<file path="src/rtl/hazard_unit_mc.sv">
`timescale 1ns/1ps
`default_nettype none
// ============================================================================
//  Module   : hazard_unit_mc
//  Purpose  : Pipeline hazard unit with operand forwarding, load-use stalls
//             (LOAD_STALL cycles), multi-cycle mul/div hold and branch flush.
//             Keeps a saturating count of fetch-stall cycles.
//  Revision : 1.0  initial release
// ============================================================================
module hazard_unit_mc #(
  parameter int REG_AW     = 5,
  parameter int LOAD_STALL = 1,   // legal range 1..3
  parameter int CNT_W      = 16
) (
  input  logic              clk,
  input  logic              reset,
  input  logic [REG_AW-1:0] Rs1D,
  input  logic [REG_AW-1:0] Rs2D,
  input  logic [REG_AW-1:0] Rs1E,
  input  logic [REG_AW-1:0] Rs2E,
  input  logic [REG_AW-1:0] RdE,
  input  logic [REG_AW-1:0] RdM,
  input  logic [REG_AW-1:0] RdW,
  input  logic              ResultSrcE,
  input  logic              RegWriteE,
  input  logic              PcSrcE,
  input  logic              RegWriteM,
  input  logic              RegWriteW,
  input  logic              MdStartE,
  input  logic              MdDoneE,
  output logic [1:0]        ForwardAE,
  output logic [1:0]        ForwardBE,
  output logic              stallF,
  output logic              stallD,
  output logic              stallE,
  output logic              FlushD,
  output logic              FlushE,
  output logic              FlushM,
  output logic [CNT_W-1:0]  StallCount
);

  localparam logic [1:0] c_IDLE    = 2'd0;
  localparam logic [1:0] c_LDSTALL = 2'd1;
  localparam logic [1:0] c_MDBUSY  = 2'd2;
  // Remaining load stall cycles after the first one, taken in IDLE.
  localparam logic [1:0] c_LD_INIT = 2'(LOAD_STALL - 1);

  logic [1:0]       r_state;
  logic [1:0]       r_ldcnt;
  logic [CNT_W-1:0] r_stall_cnt;
  logic [1:0]       w_state_nxt;
  logic [1:0]       w_ldcnt_nxt;
  logic             w_lduse;
  logic             w_md_start;
  logic             w_ld_hold;
  logic             w_md_hold;

  // RegWriteE does not influence any hazard decision in this pipeline;
  // it is part of the port set so E-stage write intent stays visible here.
  logic w_unused;
  assign w_unused = RegWriteE;

  // A load in E whose destination feeds an instruction in D.
  assign w_lduse = ResultSrcE & (RdE != '0) & ((Rs1D == RdE) | (Rs2D == RdE));

  // A mul/div may only start when E holds neither a load nor a taken branch.
  assign w_md_start = MdStartE & ~ResultSrcE & ~PcSrcE;

  // Operand forwarding: M has priority over W, x0 is never forwarded.
  always_comb begin
    ForwardAE = 2'b00;
    ForwardBE = 2'b00;
    if (!reset) begin
      if (RegWriteM && (RdM == Rs1E) && (Rs1E != '0))      ForwardAE = 2'b10;
      else if (RegWriteW && (RdW == Rs1E) && (Rs1E != '0)) ForwardAE = 2'b01;
      if (RegWriteM && (RdM == Rs2E) && (Rs2E != '0))      ForwardBE = 2'b10;
      else if (RegWriteW && (RdW == Rs2E) && (Rs2E != '0)) ForwardBE = 2'b01;
    end
  end

  // FSM state and load-stall down-counter; reset abandons any operation.
  always_ff @(posedge clk or posedge reset) begin
    if (reset) begin
      r_state <= c_IDLE;
      r_ldcnt <= 2'd0;
    end else begin
      r_state <= w_state_nxt;
      r_ldcnt <= w_ldcnt_nxt;
    end
  end

  // Next-state and down-counter update.
  always_comb begin
    w_state_nxt = r_state;
    w_ldcnt_nxt = r_ldcnt;
    case (r_state)
      c_IDLE: begin
        if (w_lduse) begin
          if (LOAD_STALL > 1) begin
            w_state_nxt = c_LDSTALL;
            w_ldcnt_nxt = c_LD_INIT;
          end
        end else if (w_md_start) begin
          w_state_nxt = c_MDBUSY;
        end
      end
      c_LDSTALL: begin
        w_ldcnt_nxt = r_ldcnt - 2'd1;
        if (r_ldcnt == 2'd1) w_state_nxt = c_IDLE;
      end
      c_MDBUSY: begin
        if (MdDoneE) w_state_nxt = c_IDLE;
      end
      default: begin
        w_state_nxt = c_IDLE;
        w_ldcnt_nxt = 2'd0;
      end
    endcase
  end

  // Stall/flush outputs; branch flush is independent of the stall state.
  always_comb begin
    w_ld_hold = 1'b0;
    w_md_hold = 1'b0;
    case (r_state)
      c_IDLE: begin
        w_ld_hold = w_lduse;
        w_md_hold = w_md_start;
      end
      c_LDSTALL: w_ld_hold = 1'b1;
      c_MDBUSY:  w_md_hold = ~MdDoneE;
      default: begin
        w_ld_hold = 1'b0;
        w_md_hold = 1'b0;
      end
    endcase
    stallF = ~reset & (w_ld_hold | w_md_hold);
    stallD = ~reset & (w_ld_hold | w_md_hold);
    stallE = ~reset & w_md_hold;
    FlushM = ~reset & w_md_hold;
    FlushE = ~reset & (w_ld_hold | PcSrcE);
    FlushD = ~reset & PcSrcE;
  end

  // Saturating count of fetch-stall cycles.
  always_ff @(posedge clk or posedge reset) begin
    if (reset) begin
      r_stall_cnt <= '0;
    end else if (stallF && (r_stall_cnt != '1)) begin
      r_stall_cnt <= r_stall_cnt + 1'b1;
    end
  end

  assign StallCount = r_stall_cnt;

endmodule
`default_nettype wire

</file>
<file path="config.mk">
export PLATFORM = sky130hd
export DESIGN_NAME = hazard_unit_mc
export DESIGN_NICKNAME = d
export VERILOG_FILES = /design/src/rtl/hazard_unit_mc.sv
export SDC_FILE = /design/constraint.sdc
export NUM_CORES = 1
export LEC_CHECK = 0
export ABC_CLOCK_PERIOD_IN_PS = 2600
export CORE_UTILIZATION = 40
export CTS_BUF_LIST = sky130_fd_sc_hd__clkbuf_8 sky130_fd_sc_hd__clkbuf_16
export DETAILED_ROUTE_END_ITERATION = 8
export PLACE_DENSITY = 0.8
export SLEW_MARGIN = 10
export SYNTH_ARGS = -nofsm -noshare
export SYNTH_HDL_FRONTEND = slang
export SYNTH_SLANG_ARGS = --single-unit
</file>
<file path="constraint.sdc">
create_clock -name clk -period 2.6 [get_ports clk]
set_clock_uncertainty 0.15 [all_clocks]
set_input_delay 0.52 -clock clk [delete_from_list [all_inputs] [get_ports clk]]
set_output_delay 0.52 -clock clk [all_outputs]
set_load 0.005 [all_outputs]
</file>
==> run_results.csv <==
group,metric,value,unit
run_status,run_status,"complete, but fails checks",
run_status,violations,"setup timing",
clocking,cts_made_buffers,3,
synthesis,yosysTopAreaCellShare,31.7,%
sta,hold_violations,0,
clocking,clk_path_buf_depth,2,
sta,finalSetupTns,-0.00246,ns
die,ioPinCount,70,
route,first_pass_iters,4,
die,dieHeight,60.0,um
power_and_ir_drop,finalPower,0.000957,W
worst_setup_path,crit_type,"input pin to output pin",
clocking,htreeDepth,1,
worst_setup_path,arrival,1.93,ns
worst_setup_path,cp_top_family,"simple AND/OR/NAND/NOR gates",
worst_setup_path,crit_cells,6,
sta,finalMaxSlewViolations,0,
flow_run,drv_cap,0,
placement,place_ws,-0.571,ns
global_routing,grt_pass1_wl,6420,um
clocking,clock_sinks,17,
hold_path,hold_class,"flop to flop",
placement,hpwl,3130,um
synthesis,netlist_instances,140,
layout,antenna_cells,0,
power_and_ir_drop,combPwrFrac,40.3,%
synthesis,synthTopCellsByArea,"dfrtp_1 (32%), xnor2_1 (15%), xor2_1 (10%)",
sta,clock.fmax,384,MHz
synthesis,yosysSeqAreaShare,31.7,%
die,coreArea,3130,sq um
route,post-route-drc-count,0,
layout,drive_above_1_share,27.4,%
worst_setup_path,cp_slowest_cell,"or4_4",
global_routing,grt_start_max_net_pins,16,
power_and_ir_drop,p_clk_share,20.5,%
clocking,clock_latency,0.25,ns
power_and_ir_drop,p_sw,0.000300,W
worst_setup_path,worst-path-buf-inv,2,
power_and_ir_drop,switching_share,31.3,%
route,routed_via_density,5.22,
die,die_w,60.0,um
layout,regArea,425,sq um
worst_setup_path,cp-start-kind,"input pin",
die,rows,20,
sta,hold_ws,0.335,ns
worst_setup_path,crit_required,1.93,ns
worst_setup_path,path_common_cell,"dlygate4sd2_1",
layout,fillers,210,
power_and_ir_drop,leakage,1.04,nW
worst_setup_path,path_max_fanout,2,
worst_setup_path,path_cells,"dlygate4sd2_1 -> or4_4 -> nor2_4 -> nor4_4 -> and2_1 -> dlygate4sd2_1",
sta,period_share,100,%
synthesis,synth_nets,185,
global_routing,grt_pass1_vias,1453,
route,wl_met2,2000,um
worst_setup_path,rr_startpoint,"r_state[1]$_DFFE_PP0P_",
worst_setup_path,endpoint,"ForwardAE[1]",
synthesis,synth_area_leader_cell,"dfrtp_1",
route,routed.top_layer,"met4",
route,wl_met1,1740,um
global_routing,track_usage,24.0,%
route,final_antenna_net_count,0,
route,first_iter_violations,35,
power_and_ir_drop,p_per_area,406,nW/um^2
clocking,cts_tree,"built",
die,dieArea,3600,sq um
clocking,path_clk_slew,0.06,ns
sta,relSlewSlack,76.7,%
synthesis,syn_avg_cell_area,9.60,sq um
sta,setup_ws,-0.00246,ns
worst_setup_path,crit_path_start,"Rs1E[1]",
route,vias,1468,
route,dr_wl_met3,375,um
power_and_ir_drop,seqPwrFrac,39.2,%
layout,area_delta_synth_final,75.5,%
clocking,cts_root_buf,"clkbuf_8",
layout,final_util,75.4,%
synthesis,yosys.cell_types.count,38,
sta,period_needed,2.60,ns
worst_setup_path,ff2ff_path_depth,8,
synthesis,ys_warn_count,0,
sta,worst_pin_slew,0.349,ns
die,start_util,43.0,%
layout,final_nets,283,
sta,rsz0062_at_grt,"true",
power_and_ir_drop,vdd_drop_max,0.465,mV
worst_setup_path,endpoint_kind,"output pin",
layout,multi_input_area,962,sq um
placement,portBuffers,68,
power_and_ir_drop,internal_power,0.000658,W
global_routing,grt-ovfl-total,0,
global_routing,antenna_found_initial,0,
synthesis,syn-cell-area,1340,sq um
placement,gp_congestion,0.875,
sta,setup_viol,1,
worst_setup_path,reg2reg_slack,0.25,ns
synthesis,ys_seq_elements,17,
worst_setup_path,cpPeakStageDelay,0.55,ns
route,routed_wl,4170,um
route,wl_per_cell,14.9,um
worst_setup_path,rr_endpoint,"StallCount[10]$_DFFE_PP0P_",
==> routing by layer <==
layer	vias to the layer above	GRT usage [%]
li1	691	-
met1	707	30.0
met2	64	42.1
met3	6	3.68
met4	0	7.64
met5	-	0
==> registers in the layout (all words and copies together) (netlist names) <==
| register | flops |
|---|---|
| StallCount | 16 |
| r_state | 1 |
==> worst min path at each step <==
stage	cells after the start	start	end	slack, ns
2_1_floorplan	1	reset	StallCount[0]$_DFFE_PP0P_	0.32
4_1_cts	1	StallCount[6]$_DFFE_PP0P_	StallCount[6]$_DFFE_PP0P_	0.34
3_5_place_dp	1	StallCount[6]$_DFFE_PP0P_	StallCount[6]$_DFFE_PP0P_	0.33
5_1_grt	1	StallCount[6]$_DFFE_PP0P_	StallCount[6]$_DFFE_PP0P_	0.35
6_report	1	StallCount[6]$_DFFE_PP0P_	StallCount[6]$_DFFE_PP0P_	0.34
3_3_place_gp	1	StallCount[6]$_DFFE_PP0P_	StallCount[6]$_DFFE_PP0P_	0.33
==> stage by stage <==
stage	std cells	cell area, sq um
floorplan	140	1340
finish	281	2360
global route	281	2360
detailed placement	272	2230
global placement	272	2230
CTS	281	2300
==> power groups by stage <==
stage / Combinational (W) / Sequential (W) / Clock [W]
after floorplan: 0.000141 / 0.000370 / 0
after global placement: 0.000367 / 0.000374 / 0
after detailed placement: 0.000375 / 0.000377 / 0
after CTS: 0.000380 / 0.000374 / 0.000197
after global routing: 0.000419 / 0.000386 / 0.000210
final: 0.000386 / 0.000376 / 0.000196
==> cell usage after synthesis (all sizes together) <==
master / instances
nand4: 5
o22ai: 1
nor2b: 2
buf: 3
ha: 1
or3: 1
dfrtp: 17
or4b: 1
nor3: 7
and4: 1
or4: 4
a21oi: 1
a21o: 1
o2111a: 1
nor4: 8
nand3: 9
mux2: 5
nor4b: 1
o221ai: 1
nand2b: 1
a221oi: 1
xnor2: 23
and3: 1
inv: 5
o21ai: 3
nor3b: 1
and2: 3
nor2: 6
xor2: 16
nand2: 10
==> kinds of logic after synthesis <==
group / after synthesis / share of synthesized area, %
fa+ha+maj: 1 / 0.931
compound gates: 9 / 5.87
flops: 17 / 31.7
buf+inv: 8 / 3.35
simple gates: 61 / 28.3
xor+xnor: 39 / 25.4
mux: 5 / 4.47
==> cell usage in the layout (no fill, tap or decap), drive strengths merged, types with 2 or more instances in the layout <==
cell,n
or4,4
clkdlybuf4s15,4
nor2b,2
mux2,5
dlygate4sd2,15
nand3,9
clkbuf,4
xnor2,23
clkdlybuf4s50,37
nand4,5
buf,36
inv,6
nor2,6
dfrtp,17
dlymetal6s2s,3
nor3,7
nor4,8
nand2,10
and2,3
xor2,16
o21ai,3
==> timing repair <==
action,in CTS,in global routing
pin swaps,16,8
cloned,0,0
endpoints found under the setup margin,14,11
hold buffers,0,0
buffers inserted,5,1
gates resized for setup,68,16
==> cell type report <==
class	instances	share of cell area, %
clock buffer	3	1.75
inverter	5	0.796
clock inverter	1	0.159
timing repair buffer	96	36.1
tap	44	2.33
multi-input combinational	115	40.8
sequential	17	18.0
Power figures use the tool's default switching activity.
